<file path="src/rtl/sevenseg_mux_driver.sv">
`default_nettype none
// ============================================================================
// sevenseg_mux_driver: time-multiplexed common-anode 7-seg driver with a
// frame-coherent shadow register. Optional macro: SEVENSEG_LEADING_ZERO_BLANK_EN
// Revision: 1.0
// ============================================================================
module sevenseg_mux_driver #(
  parameter int NUM_DIGITS   = 2,
  parameter int REFRESH_DIV  = 50000,
  parameter int BLANK_CYCLES = 500
) (
  input  logic                    clk,
  input  logic                    reset,
  input  logic [4*NUM_DIGITS-1:0] digits_in,
  input  logic                    freeze,
  output logic [6:0]              seg,
  output logic [NUM_DIGITS-1:0]   an,
  output logic                    frame
);

  localparam int CNT_W = $clog2(REFRESH_DIV);
  localparam int PTR_W = (NUM_DIGITS > 1) ? $clog2(NUM_DIGITS) : 1;
  localparam logic [CNT_W-1:0] CNT_MAX   = CNT_W'(REFRESH_DIV - 1);
  localparam logic [CNT_W-1:0] BLANK_END = CNT_W'(BLANK_CYCLES);
  localparam logic [PTR_W-1:0] PTR_MAX   = PTR_W'(NUM_DIGITS - 1);

  logic [CNT_W-1:0]        cnt;
  logic [PTR_W-1:0]        ptr;
  logic [4*NUM_DIGITS-1:0] shadow;

  logic [3:0]              sel_nib;
  logic                    digit_on;
  logic                    frame_start;
  logic [6:0]              seg_next;
  logic [NUM_DIGITS-1:0]   an_next;

  // Active-low gfedcba patterns
  function automatic logic [6:0] decode(input logic [3:0] v);
    case (v)
      4'h0: decode = 7'b1000000;
      4'h1: decode = 7'b1111001;
      4'h2: decode = 7'b0100100;
      4'h3: decode = 7'b0110000;
      4'h4: decode = 7'b0011001;
      4'h5: decode = 7'b0010010;
      4'h6: decode = 7'b0000010;
      4'h7: decode = 7'b1111000;
      4'h8: decode = 7'b0000000;
      4'h9: decode = 7'b0010000;
      4'hA: decode = 7'b0001000;
      4'hB: decode = 7'b0000011;
      4'hC: decode = 7'b1000110;
      4'hD: decode = 7'b0100001;
      4'hE: decode = 7'b0000110;
      default: decode = 7'b0001110;
    endcase
  endfunction

  assign frame_start = (cnt == '0) && (ptr == '0);

  always_comb begin
    sel_nib  = 4'h0;
    digit_on = 1'b1;
    an_next  = '1;
    seg_next = 7'b1111111;
    for (int i = 0; i < NUM_DIGITS; i++) begin
      if (ptr == PTR_W'(i)) sel_nib = shadow[4*i +: 4];
    end
`ifdef SEVENSEG_LEADING_ZERO_BLANK_EN
    begin : lzb
      // Walk down from the top digit; a digit is shown once any digit at or
      // above it is nonzero. Digit 0 is always shown.
      logic higher_nz;
      higher_nz = 1'b0;
      digit_on  = 1'b0;
      for (int i = NUM_DIGITS - 1; i >= 0; i--) begin
        higher_nz = higher_nz | (shadow[4*i +: 4] != 4'h0);
        if (ptr == PTR_W'(i)) digit_on = higher_nz || (i == 0);
      end
    end
`endif
    if ((cnt >= BLANK_END) && digit_on) begin
      for (int i = 0; i < NUM_DIGITS; i++) begin
        if (ptr == PTR_W'(i)) an_next[i] = 1'b0;
      end
      seg_next = decode(sel_nib);
    end
  end

  always_ff @(posedge clk) begin
    if (!reset) begin
      cnt    <= '0;
      ptr    <= '0;
      shadow <= '0;
      seg    <= 7'b1111111;
      an     <= '1;
      frame  <= 1'b0;
    end else begin
      if (cnt == CNT_MAX) begin
        cnt <= '0;
        ptr <= (ptr == PTR_MAX) ? '0 : ptr + 1'b1;
      end else begin
        cnt <= cnt + 1'b1;
      end
      if (frame_start && !freeze) shadow <= digits_in;
      frame <= frame_start;
      seg   <= seg_next;
      an    <= an_next;
    end
  end

endmodule
`default_nettype wire
</file>
<file path="config.mk">
export PLATFORM = sky130hd
export DESIGN_NAME = sevenseg_mux_driver
export DESIGN_NICKNAME = d
export VERILOG_FILES = /design/src/rtl/sevenseg_mux_driver.sv
export SDC_FILE = /design/constraint.sdc
export NUM_CORES = 1
export LEC_CHECK = 0
export CORE_ASPECT_RATIO = 1.75
export CORE_UTILIZATION = 40
export CTS_CLUSTER_DIAMETER = 200
export DETAILED_ROUTE_END_ITERATION = 7
export SKIP_CTS_REPAIR_TIMING = 1
export SLEW_MARGIN = 20
export SYNTH_ARGS = -nofsm -noshare
export SYNTH_HDL_FRONTEND = slang
export SYNTH_SLANG_ARGS = --single-unit
</file>
<file path="constraint.sdc">
create_clock -name clk -period 2.6 [get_ports clk]
set_clock_uncertainty 0.05 [all_clocks]
set_input_delay 0.65 -clock clk [delete_from_list [all_inputs] [get_ports clk]]
set_output_delay 0.65 -clock clk [all_outputs]
set_load 0.05 [all_outputs]
</file>
Yosys cells after proc, flatten, opt, wreduce, memory -nomap -nowiden --
Memory sizes are Yosys's and may differ from the RTL's. A register that Yosys moved wholly into a read port is not among the register bits. Index checks and enable logic that the tools add are counted.
Storage, ports and cells: memory bits (read-only) 112, memories kept 1, logic and storage cells 23, bits in registers 28, input port bits 11
Memory list:
- (no name shown) | words 16, bits a word 7, rd ports 1, clocked after Yosys merged registers in 1, write ports 0, RTL line 39 | case (v)
Operators by class: eq/ne operators 1, magnitude comparators 1, bitwise operators 2, add/sub/neg operators 2, multiplexer cells 4, reductions and logical operators 7
Operators by type and width (number):
- $add A16 B1 Y16 const B | 1
- $eq A16 B16 Y1 const B | 1
- $ge A16 B9 Y1 const B | 1
- $logic_not A16 Y1 | 1
- $mux W4 | 1
- $mux W1 | 3
- $logic_and A1 B1 Y1 | 2
- $logic_not A1 Y1 | 2
- $not A1 Y1 | 2
- $reduce_and A2 Y1 | 1
- $reduce_or A2 Y1 | 1
- $add A1 B1 Y1 const B | 1

Logic depth before layout (Yosys ltp) --
depth after elaboration 3, mapped depth 7

Worst setup path after synthesis --
Ideal clock, no wire load.
path type reg2reg, start register ptr, end register seg[3], cell stages (with the launch flop) 7, path slack 475 ps, data arrival time 1955 ps, path buffers 1, cell sequence dfxtp_1 -> buf_2 -> mux2i_1 -> inv_1 -> ha_1 -> mux4_2 -> or2_1
On the way: word-level cells in the longest chain between the ends 1
Ends and longest elaborated chain:
- from (decl) | RTL line 28 | logic [PTR_W-1:0] ptr;
- from (signal assigned) | RTL line 101 | ptr <= (ptr == PTR_MAX) ? '0 : ptr + 1'b1;
- $mux W4 | RTL line 67 | if (ptr == PTR_W'(i)) sel_nib = shadow[4*i +: 4];
- to (decl) | RTL line 16 | output logic [6:0] seg,
Every way passes these cells. A chain may end at the register's enable or synchronous reset.

Worst setup path after layout --
Same ends and word-level chain as after synthesis.

==> metrics.cfg <==
[synthesis]
syn-cell-area_mm2=0.001722
synth_seq_cells=35
syn_avg_cell_area_um2=8.829
synth_cell_types=37
synthCells=195
yosysSeqAreaShare_pct=40.70
syn-num-nets=214
yosysWarningCount=0

[detailed_routing]
dr.pass1.iters=4
wire_per_inst_um=14.49
vias=1489
via_per_inst=5.577
ant_nets=0
wl_um=3869
drt_first_iter_violations=36
drcViolationCount=0

[global_routing]
grt_pass1_wl_um=6713
grt_pass1_vias=1477
overflow=0
grt_use_total_pct=19.78
antenna_found_initial=0
grt_max_degree=16

[critical_path]
path_class=reg2reg
arrival_ns=2.25
worst-path-max-fanout=6
r2r_cells=5
cp-end-kind=register
crit_path_start_kind=register
cp.required_ns=2.73

[power_and_ir_drop]
power.switching_mw=0.2683
vdd_ir_drop_max_mv=0.3413
combPwrFrac_pct=10.6
power.internal_mw=0.8392
swShare_pct=24.22
p_seq_share_pct=50.7
powerDensity_mw_per_mm2=538.1
power_frac_clock_pct=38.7
p_leak_nw=0.7762

[sta]
slew_viol_final=0
period_share_pct=81.62
setup_viol=0
final_hold_viol_count=0
worst_slew_pin_slew_ns=0.6384
min_period_ns=2.122
fin_setup_tns_ns=0
max_freq_mhz=471.3
rsz0062_at_grt=false
maxSlewHeadroom_pct=57.43

[floorplan]
die_area_mm2=0.004581
initial_core_util_pct=41.87
core_area_mm2=0.004111
io_pins=21
fp.dieH_um=88.79
fp.dieW_um=51.60
std_cell_rows=31

[finish]
layout-drive-gt1-share_pct=9.174
final_core_util_pct=50.06
nNetsFinal=236
final_cells=267
areaGrowthSynthToFinish_pct=19.55
antennaDiodeCount=0

[clock_network]
root_buffer=clkbuf_8
clk_path_buf_depth=2
cts_max_level=2
cts.sinks=35
cts-buffers-inserted=5
clkLatencyLatePin_ns=0.28
clk_pin_slew_worst_paths_ns=0.07
cts_tree=built

[run_status]
outcome=complete, no violations

[min_path]
whs_path_depth=1
hp-class=reg2reg

[placed_design]
dp.cells=259
place_congestion=0.8861
io_buffers=20
dp_hpwl_um=2955

[job]
cap_violations=0

flip-flops by register name (all words and copies together) (netlist names):
register and flops:
frame 1, ptr 1, shadow 8, an 2, cnt 16, seg 7
per-stage QoR:
step / setup WS (ns) / hold WS [ns] / power, mW / instance area (um2)
after floorplan: 0.4748 / 0.3915 / 0.6505 / 1722
after global placement: 0.5729 / 0.4154 / 0.6862 / 1958
after detailed placement: 0.4971 / 0.4236 / 0.6904 / 1958
after CTS: 0.4921 / 0.4403 / 1.119 / 2058
after global routing: 0.3514 / 0.4516 / 1.164 / 2058
final: 0.4780 / 0.4335 / 1.107 / 2058
synth_stat cells:
| cell type | instances | area share, % |
|---|---|---|
| dfxtp_1 | 35 | 41 |
| buf_4 | 1 | 0.44 |
| nor2_1 | 23 | 5.0 |
| or2_1 | 1 | 0.36 |
| xnor2_1 | 11 | 5.6 |
| nor4_1 | 6 | 2.2 |
| and4_1 | 1 | 0.51 |
| mux2i_1 | 3 | 1.7 |
| nor3_1 | 5 | 1.5 |
| nand3_4 | 1 | 1.0 |
| nor4_4 | 1 | 1.2 |
| a311o_2 | 1 | 0.65 |
| clkbuf_2 | 1 | 0.29 |
| and2_1 | 1 | 0.36 |
| or3_2 | 1 | 0.44 |
| mux2_2 | 2 | 1.3 |
| a21oi_1 | 15 | 4.4 |
| o311ai_0 | 1 | 0.51 |
| nor4b_1 | 1 | 0.51 |
| buf_2 | 4 | 1.2 |
| nand4_1 | 12 | 4.4 |
| o311ai_4 | 1 | 1.5 |
| nand4_2 | 1 | 0.73 |
| o21ai_0 | 9 | 2.6 |
| mux2i_2 | 1 | 0.80 |
| o21ai_2 | 1 | 0.51 |
| inv_1 | 11 | 2.4 |
| o2111ai_1 | 1 | 0.51 |
| clkinv_1 | 2 | 0.44 |
| nand3_1 | 8 | 2.3 |
| mux4_2 | 1 | 1.3 |
| xor2_1 | 2 | 1.0 |
| nand2_2 | 1 | 0.36 |
| or3_1 | 4 | 1.5 |
| ha_1 | 8 | 5.8 |
| and3_1 | 2 | 0.73 |
| nand2_1 | 15 | 3.3 |
area by class of cell:
type,count,area [um2]
sequential,35,700.7
fill,414,2053
tap,49,61.31
inverter,13,48.80
multi-input combinational,141,939.7
timing repair buffer,21,207.7
clock buffer,8,100.1
placed cells by master, fill, tap and decap left out, types with 2 or more instances in the layout:
master | netlist | layout
clkdlybuf4s50_1 | 0 | 20
nand3_1 | 8 | 8
inv_1 | 11 | 11
ha_1 | 8 | 8
nor3_1 | 5 | 5
nor4_1 | 6 | 6
clkbuf_8 | 0 | 7
nor2_1 | 23 | 23
mux2i_1 | 3 | 3
or3_1 | 4 | 4
nand2_1 | 15 | 15
xnor2_1 | 11 | 11
dfxtp_1 | 35 | 35
clkinv_1 | 2 | 2
a21oi_1 | 15 | 15
nand4_1 | 12 | 12
and3_1 | 2 | 2
o21ai_0 | 9 | 9
mux2_2 | 2 | 2
xor2_1 | 2 | 2
path summary, 6_finish.rpt:
kind	to	slack [ns]	start
worst max register to register	seg[3]	0.48	ptr
worst min-delay path	cnt[0]	0.43	cnt[0]
worst max-delay path	seg[3]	0.48	ptr
worst min register to register	cnt[0]	0.43	cnt[0]
metal layers:
layer | vias up | part of all wire (%) | global-route usage (%)
met5 | - | 0 | 0
met4 | 0 | 2.2 | 8.354
met3 | 8 | 3.3 | 4.639
met2 | 38 | 57 | 36.95
met1 | 713 | 38 | 20.38
li1 | 730 | - | -
power groups by stage:
| stage | clock (mW) | combinational [mW] | sequential, mW |
|---|---|---|---|
| 6_report | 0.429 | 0.117 | 0.562 |
| 5_1_grt | 0.469 | 0.132 | 0.563 |
| 4_1_cts | 0.440 | 0.117 | 0.562 |
| 3_5_place_dp | 0 | 0.116 | 0.574 |
| 3_3_place_gp | 0 | 0.113 | 0.573 |
| 2_1_floorplan | 0 | 0.0762 | 0.574 |
worst max-delay path, stage by stage, from the launching register on:
cell and delay, ns:
dfxtp_1 0.39, mux2i_1 0.47, inv_1 0.17, ha_1 0.26, mux4_2 0.46, or2_1 0.21
cells by family (layout without fill, tap and decap cells):
kind of cell,count (synthesis),count (layout),synth area share [%]
and+or+nand+nor,84,84,26.31
DFF,35,35,40.70
AOI/OAI and AO/OA,29,29,10.68
buffers and inverters,19,42,4.724
xor gates and xnor gates,13,13,6.613
adders and majority gates,8,8,5.814
muxes,7,7,5.160
Note: power is estimated with default switching activity, not from simulation.
